<file path="src/rtl/pingpong_buf_ctrl.sv">
// pingpong_buf_ctrl
// Double-buffer write sequencer between the median filter and the PicoBlaze.
// Samples fill one half of a 2*DEPTH-entry RAM while the CPU reads the other
// half. A completed half raises an interrupt and is held until software
// releases it with done_i.
//
// Ports:
//   clk_i, rstn_i                 clock, async active-low reset
//   sample_i, sample_valid_i      median result and its one-cycle strobe
//   ram_we_o/ram_waddr_o/ram_wdata_o  RAM port-A write, address = {bank, ptr}
//   irq_o, irq_ack_i              PicoBlaze interrupt request / acknowledge
//   rd_bank_o                     bank software must read (read-address MSB)
//   done_i                        software release of the bank being read
//   clr_i                         clear overrun flag and drop count
//   overrun_o, drop_cnt_o         sticky drop flag, saturating drop count
//
// Write FSM
//   state   | meaning
//   WR_FILL | writing samples into wr_bank
//   WR_WAIT | both banks full, incoming samples are dropped
// Read FSM
//   state   | meaning
//   RD_IDLE | waiting for bank rd_next to become full
//   RD_IRQ  | irq_o raised for rd_bank_o, waiting for ack
//   RD_BUSY | CPU reading rd_bank_o, waiting for done_i
module pingpong_buf_ctrl #(
  parameter int DATA_W = 16,
  parameter int DEPTH  = 8,
  parameter int ADDR_W = $clog2(DEPTH) + 1
) (
  input  logic              clk_i,
  input  logic              rstn_i,
  input  logic [DATA_W-1:0] sample_i,
  input  logic              sample_valid_i,
  output logic              ram_we_o,
  output logic [ADDR_W-1:0] ram_waddr_o,
  output logic [DATA_W-1:0] ram_wdata_o,
  output logic              irq_o,
  input  logic              irq_ack_i,
  output logic              rd_bank_o,
  input  logic              done_i,
  input  logic              clr_i,
  output logic              overrun_o,
  output logic [7:0]        drop_cnt_o
);

  localparam int PTR_W = ADDR_W - 1;

  typedef enum logic {WR_FILL, WR_WAIT} wr_state_t;
  typedef enum logic [1:0] {RD_IDLE, RD_IRQ, RD_BUSY} rd_state_t;

  wr_state_t         wr_state, wr_state_nxt;
  rd_state_t         rd_state, rd_state_nxt;
  logic              wr_bank, wr_bank_nxt;
  logic [PTR_W-1:0]  wr_ptr, wr_ptr_nxt;
  logic [1:0]        full, full_nxt;
  logic              rd_next, rd_next_nxt;
  logic              rd_bank_nxt;
  logic              we_nxt;
  logic [ADDR_W-1:0] waddr_nxt;
  logic [DATA_W-1:0] wdata_nxt;
  logic              irq_nxt;
  logic              done_fire;
  logic              other_free;
  logic              drop;

  always_ff @(posedge clk_i or negedge rstn_i) begin
    if (!rstn_i) begin
      wr_state    <= WR_FILL;
      rd_state    <= RD_IDLE;
      wr_bank     <= 1'b0;
      wr_ptr      <= '0;
      full        <= 2'b00;
      rd_next     <= 1'b0;
      rd_bank_o   <= 1'b0;
      ram_we_o    <= 1'b0;
      ram_waddr_o <= '0;
      ram_wdata_o <= '0;
      irq_o       <= 1'b0;
    end else begin
      wr_state    <= wr_state_nxt;
      rd_state    <= rd_state_nxt;
      wr_bank     <= wr_bank_nxt;
      wr_ptr      <= wr_ptr_nxt;
      full        <= full_nxt;
      rd_next     <= rd_next_nxt;
      rd_bank_o   <= rd_bank_nxt;
      ram_we_o    <= we_nxt;
      ram_waddr_o <= waddr_nxt;
      ram_wdata_o <= wdata_nxt;
      irq_o       <= irq_nxt;
    end
  end

  always_comb begin
    wr_state_nxt = wr_state;
    rd_state_nxt = rd_state;
    wr_bank_nxt  = wr_bank;
    wr_ptr_nxt   = wr_ptr;
    full_nxt     = full;
    rd_next_nxt  = rd_next;
    rd_bank_nxt  = rd_bank_o;
    we_nxt       = 1'b0;
    waddr_nxt    = ram_waddr_o;
    wdata_nxt    = ram_wdata_o;
    drop         = 1'b0;

    done_fire = (rd_state == RD_BUSY) && done_i;
    // A release landing this cycle counts as free so the writer never stalls
    // a cycle longer than needed.
    other_free = !full[~wr_bank] || (done_fire && (rd_bank_o != wr_bank));

    if (done_fire) begin
      full_nxt[rd_bank_o] = 1'b0;
    end

    case (wr_state)
      WR_FILL: begin
        if (sample_valid_i) begin
          we_nxt    = 1'b1;
          waddr_nxt = {wr_bank, wr_ptr};
          wdata_nxt = sample_i;
          if (wr_ptr == PTR_W'(DEPTH - 1)) begin
            full_nxt[wr_bank] = 1'b1;
            wr_ptr_nxt        = '0;
            if (other_free) begin
              wr_bank_nxt = ~wr_bank;
            end else begin
              wr_state_nxt = WR_WAIT;
            end
          end else begin
            wr_ptr_nxt = wr_ptr + PTR_W'(1);
          end
        end
      end
      WR_WAIT: begin
        if (other_free) begin
          wr_bank_nxt  = ~wr_bank;
          wr_state_nxt = WR_FILL;
          if (sample_valid_i) begin
            we_nxt     = 1'b1;
            waddr_nxt  = {~wr_bank, {PTR_W{1'b0}}};
            wdata_nxt  = sample_i;
            wr_ptr_nxt = PTR_W'(1);
          end
        end else if (sample_valid_i) begin
          drop = 1'b1;
        end
      end
      default: wr_state_nxt = WR_FILL;
    endcase

    case (rd_state)
      RD_IDLE: begin
        if (full[rd_next]) begin
          rd_bank_nxt  = rd_next;
          rd_state_nxt = RD_IRQ;
        end
      end
      RD_IRQ: begin
        if (irq_ack_i) begin
          rd_state_nxt = RD_BUSY;
        end
      end
      RD_BUSY: begin
        if (done_i) begin
          rd_next_nxt  = ~rd_next;
          rd_state_nxt = RD_IDLE;
        end
      end
      default: rd_state_nxt = RD_IDLE;
    endcase

    irq_nxt = (rd_state_nxt == RD_IRQ);
  end

  always_ff @(posedge clk_i or negedge rstn_i) begin
    if (!rstn_i) begin
      overrun_o  <= 1'b0;
      drop_cnt_o <= 8'd0;
    end else if (clr_i) begin
      overrun_o  <= 1'b0;
      drop_cnt_o <= 8'd0;
    end else if (drop) begin
      overrun_o <= 1'b1;
      if (drop_cnt_o != 8'hFF) begin
        drop_cnt_o <= drop_cnt_o + 8'd1;
      end
    end
  end

endmodule

</file>
<file path="config.mk">
export PLATFORM = sky130hd
export DESIGN_NAME = pingpong_buf_ctrl
export DESIGN_NICKNAME = d
export VERILOG_FILES = /design/src/rtl/pingpong_buf_ctrl.sv
export SDC_FILE = /design/constraint.sdc
export NUM_CORES = 1
export LEC_CHECK = 0
export BUFFER_PORTS_ARGS = -buffer_cell sky130_fd_sc_hd__buf_2
export CAP_MARGIN = 20
export CORE_UTILIZATION = 50
export CTS_BUF_LIST = sky130_fd_sc_hd__clkbuf_8
export DETAILED_ROUTE_END_ITERATION = 8
export MAX_ROUTING_LAYER = met4
export PLACE_DENSITY = 0.88
export SLEW_MARGIN = 20
export SYNTH_ARGS = -nofsm -noshare
export SYNTH_HDL_FRONTEND = slang
export SYNTH_SLANG_ARGS = --single-unit
</file>
<file path="constraint.sdc">
create_clock -name clk_i -period 4.8 [get_ports clk_i]
set_clock_uncertainty 0.1 [all_clocks]
set_input_delay 0.48 -clock clk_i [delete_from_list [all_inputs] [get_ports clk_i]]
set_output_delay 0.48 -clock clk_i [all_outputs]
set_load 0.05 [all_outputs]
</file>
==> qor.yml <==
power.leakage_uw: 0.00108
drc: 0
ys_top_cells_by_area: "dfrtp_1 (56%), mux2_4 (7.2%), mux2_2 (4.8%), a21oi_1 (3.0%), a22o_1 (2.3%)"
ios: 54
grt_pass1_wl_mm: 5.84
use_met1_pct: 23.4
required_ps: 4920
cts_resized: 0
place_area_sq_um: 2160
post-route-min-period_ps: 1960
hpwl_mm: 2.27
routedWlPerCell_um: 13.5
fin_area_sq_um: 2250
cp_num_buf_inv: 0
cp-start-kind: "flip-flop"
cts_buffer_depth: 2
grt_pass1_vias: 1301
seq_area_frac_synth_pct: 56.3
gr-total-overflow: 0
placedCellCount: 240
hold_class: "in2async"
drive_above_1_share_pct: 40.6
clk_latency_ps: 290
pwr-share-comb_pct: 34.1
top_usage_layer: "met2"
htreeDepth: 2
cts_tree: "yes"
drt-vias-per-instance: 5.38
syn_area_sq_um: 1870
path_cells: "xnor2_1 > o2111ai_2 > or4_1 > a21oi_1"
nets: 226
drt_iter0_drc: 48
slew_viol_final: 0
tns_ps: 0
crit_family: "simple AND/OR/NAND/NOR gates"
ys_ff_latch: 42
clock_sinks: 42
grtUsageMet2_pct: 32.0
fin_crit_sh_pct: 40.9
drv_cap: 0
swShare_pct: 37.8
gp_congestion: 0.810
die_y_um: 63.1
postCtsSetupBuffers: 0
ant_nets: 0
pwr-share-seq_pct: 45.1
final_cell_count_no_fill: 248
start_util_pct: 54.2
use_met3_pct: 3.80
synth_enable_flop_cells: 0
portBuffers: 53
synth_common_cells: "dfrtp_1 (42), a21oi_1 (11), mux2_4 (9)"
grt_max_degree: 43
antennaDiodeCount: 0
drtPass1Iterations: 6
powerDensity_nw_per_um2: 489
slew_headroom_pct: 41.9
via_count: 1335
yosys_most_used_dff: "dfrtp_1"
worstSetupEndpointType: "flip-flop"
setup_viol: 0
root_buffer: "clkbuf_8"
antenna_found_initial: 0
switchingPower_uw: 416
clk_pin_slew_ps: 80
syn_inst: 145
asyncSetResetFlopFracSynth_pct: 100
worstPathArrival_ps: 2080
slowest_stage: "or4_1"
crit_type: "reg2reg"
die_w_um: 63.1
worstMarginPinSlew_ps: 872
crit_fanout: 16
synthesis.area_per_instance_sq_um: 12.9
fin_util_pct: 65.3
yosysWarnings: 0
crit_path_max_incr_delay_ps: 610
synth_top_area_cell: "dfrtp_1"
vdd_drop_max_mv: 0.230
die-area_sq_um: 3980
status: "complete, no violations"
wirelength_mm: 3.35
n_fill_cell: 297
rsz0062_at_grt: "no"
grt_use_total_pct: 19.6
p_int_uw: 683
yosysMostFrequentCell: "dfrtp_1"
num_rows: 21
coreArea_sq_um: 3440
synth_nets: 170
yosys.area.top_type_share_pct: 56.3
fmax_ghz: 0.509
hold_buffers: 0
syn_to_final_growth_pct: 20.5
ys_types: 34
numCtsBuffers: 5
hold_viol: 0
power.clock.fraction_pct: 20.8
-- worst paths after layout --
check,startpoint,end,slack (ps),depth (start not counted)
max,wr_bank,drop_cnt_o[6],2840,4
min,rstn_i,rd_state[0],200,1
max reg2reg,wr_bank,drop_cnt_o[6],2840,4
min reg2reg,ram_waddr_o[1],ram_waddr_o[1],400,1
max in group asynchronous,rstn_i,ram_waddr_o[3],3850,1
min in group clk_i,irq_ack_i,rd_state[0],300,2
-- metrics by stage --
step	hold WS [ps]	setup slack [ps]	total power, uW
global route	288	2620	1160
global placement	378	2850	864
CTS	245	2830	1110
floorplan	84.4	2730	788
finish	199	2840	1100
detailed placement	379	2810	874
-- power groups by stage --
stage | clock network, uW | logic (uW) | registers, uW
3_5_place_dp | 0 | 373 | 501
4_1_cts | 235 | 380 | 496
2_1_floorplan | 0 | 173 | 615
6_report | 228 | 375 | 495
5_1_grt | 249 | 407 | 509
3_3_place_gp | 0 | 364 | 500
-- cell families (layout without fill, tap and decap cells) --
logic type               after synthesis  count (layout)  share of synthesized area, %
AO/OA/AOI/OAI                         37              37                          14.0
XOR/XNOR                               3               3                          1.41
adder cells (fa/ha/maj)                3               3                          2.01
buffers and inverters                  9              66                          3.02
flip-flops                            42              42                          56.3
multiplexers                          20              20                          13.7
AND/OR/NAND/NOR                       31              31                          9.52
-- flip-flops by register name (all words and copies together) (netlist names) --
register	flops
overrun_o	1
ram_we_o	1
rd_bank_o	1
irq_o	1
drop_cnt_o	8
wr_ptr	3
rd_next	1
ram_wdata_o	16
wr_bank	1
ram_waddr_o	4
rd_state	2
full	2
wr_state	1
-- per-layer routing --
layer / vias up / wire length, um
li1: 645 / -
met1: 653 / 1540
met2: 32 / 1630
met3: 5 / 131
met4: 0 / 55
met5: - / 0
-- placed cells by master, fill, tap and decap left out, types with 3 or more instances in the layout --
cell type,count
o21ai_0,6
a211oi_1,3
or3_1,3
xnor2_1,3
nand3_1,4
or4_1,4
buf_2,53
clkbuf_8,6
ha_1,3
nand2_1,6
o31ai_1,4
inv_1,5
mux2_4,9
nand2b_1,3
dfrtp_1,42
a22o_1,5
mux2i_1,3
nor2b_1,3
mux2_2,8
a21oi_1,11
nor2_1,6
-- final cells by class --
class	count	area, sq um	share of cell area, %
Timing Repair Buffer	53	265	11.8
Inverter	5	23.8	1.06
Clock inverter	2	8.76	0.390
Sequential cell	42	1050	46.8
Multi-Input combinational cell	94	758	33.7
Tap cell	46	57.6	2.56
Clock buffer	6	82.6	3.67
(Power assumes the default switching activity.)
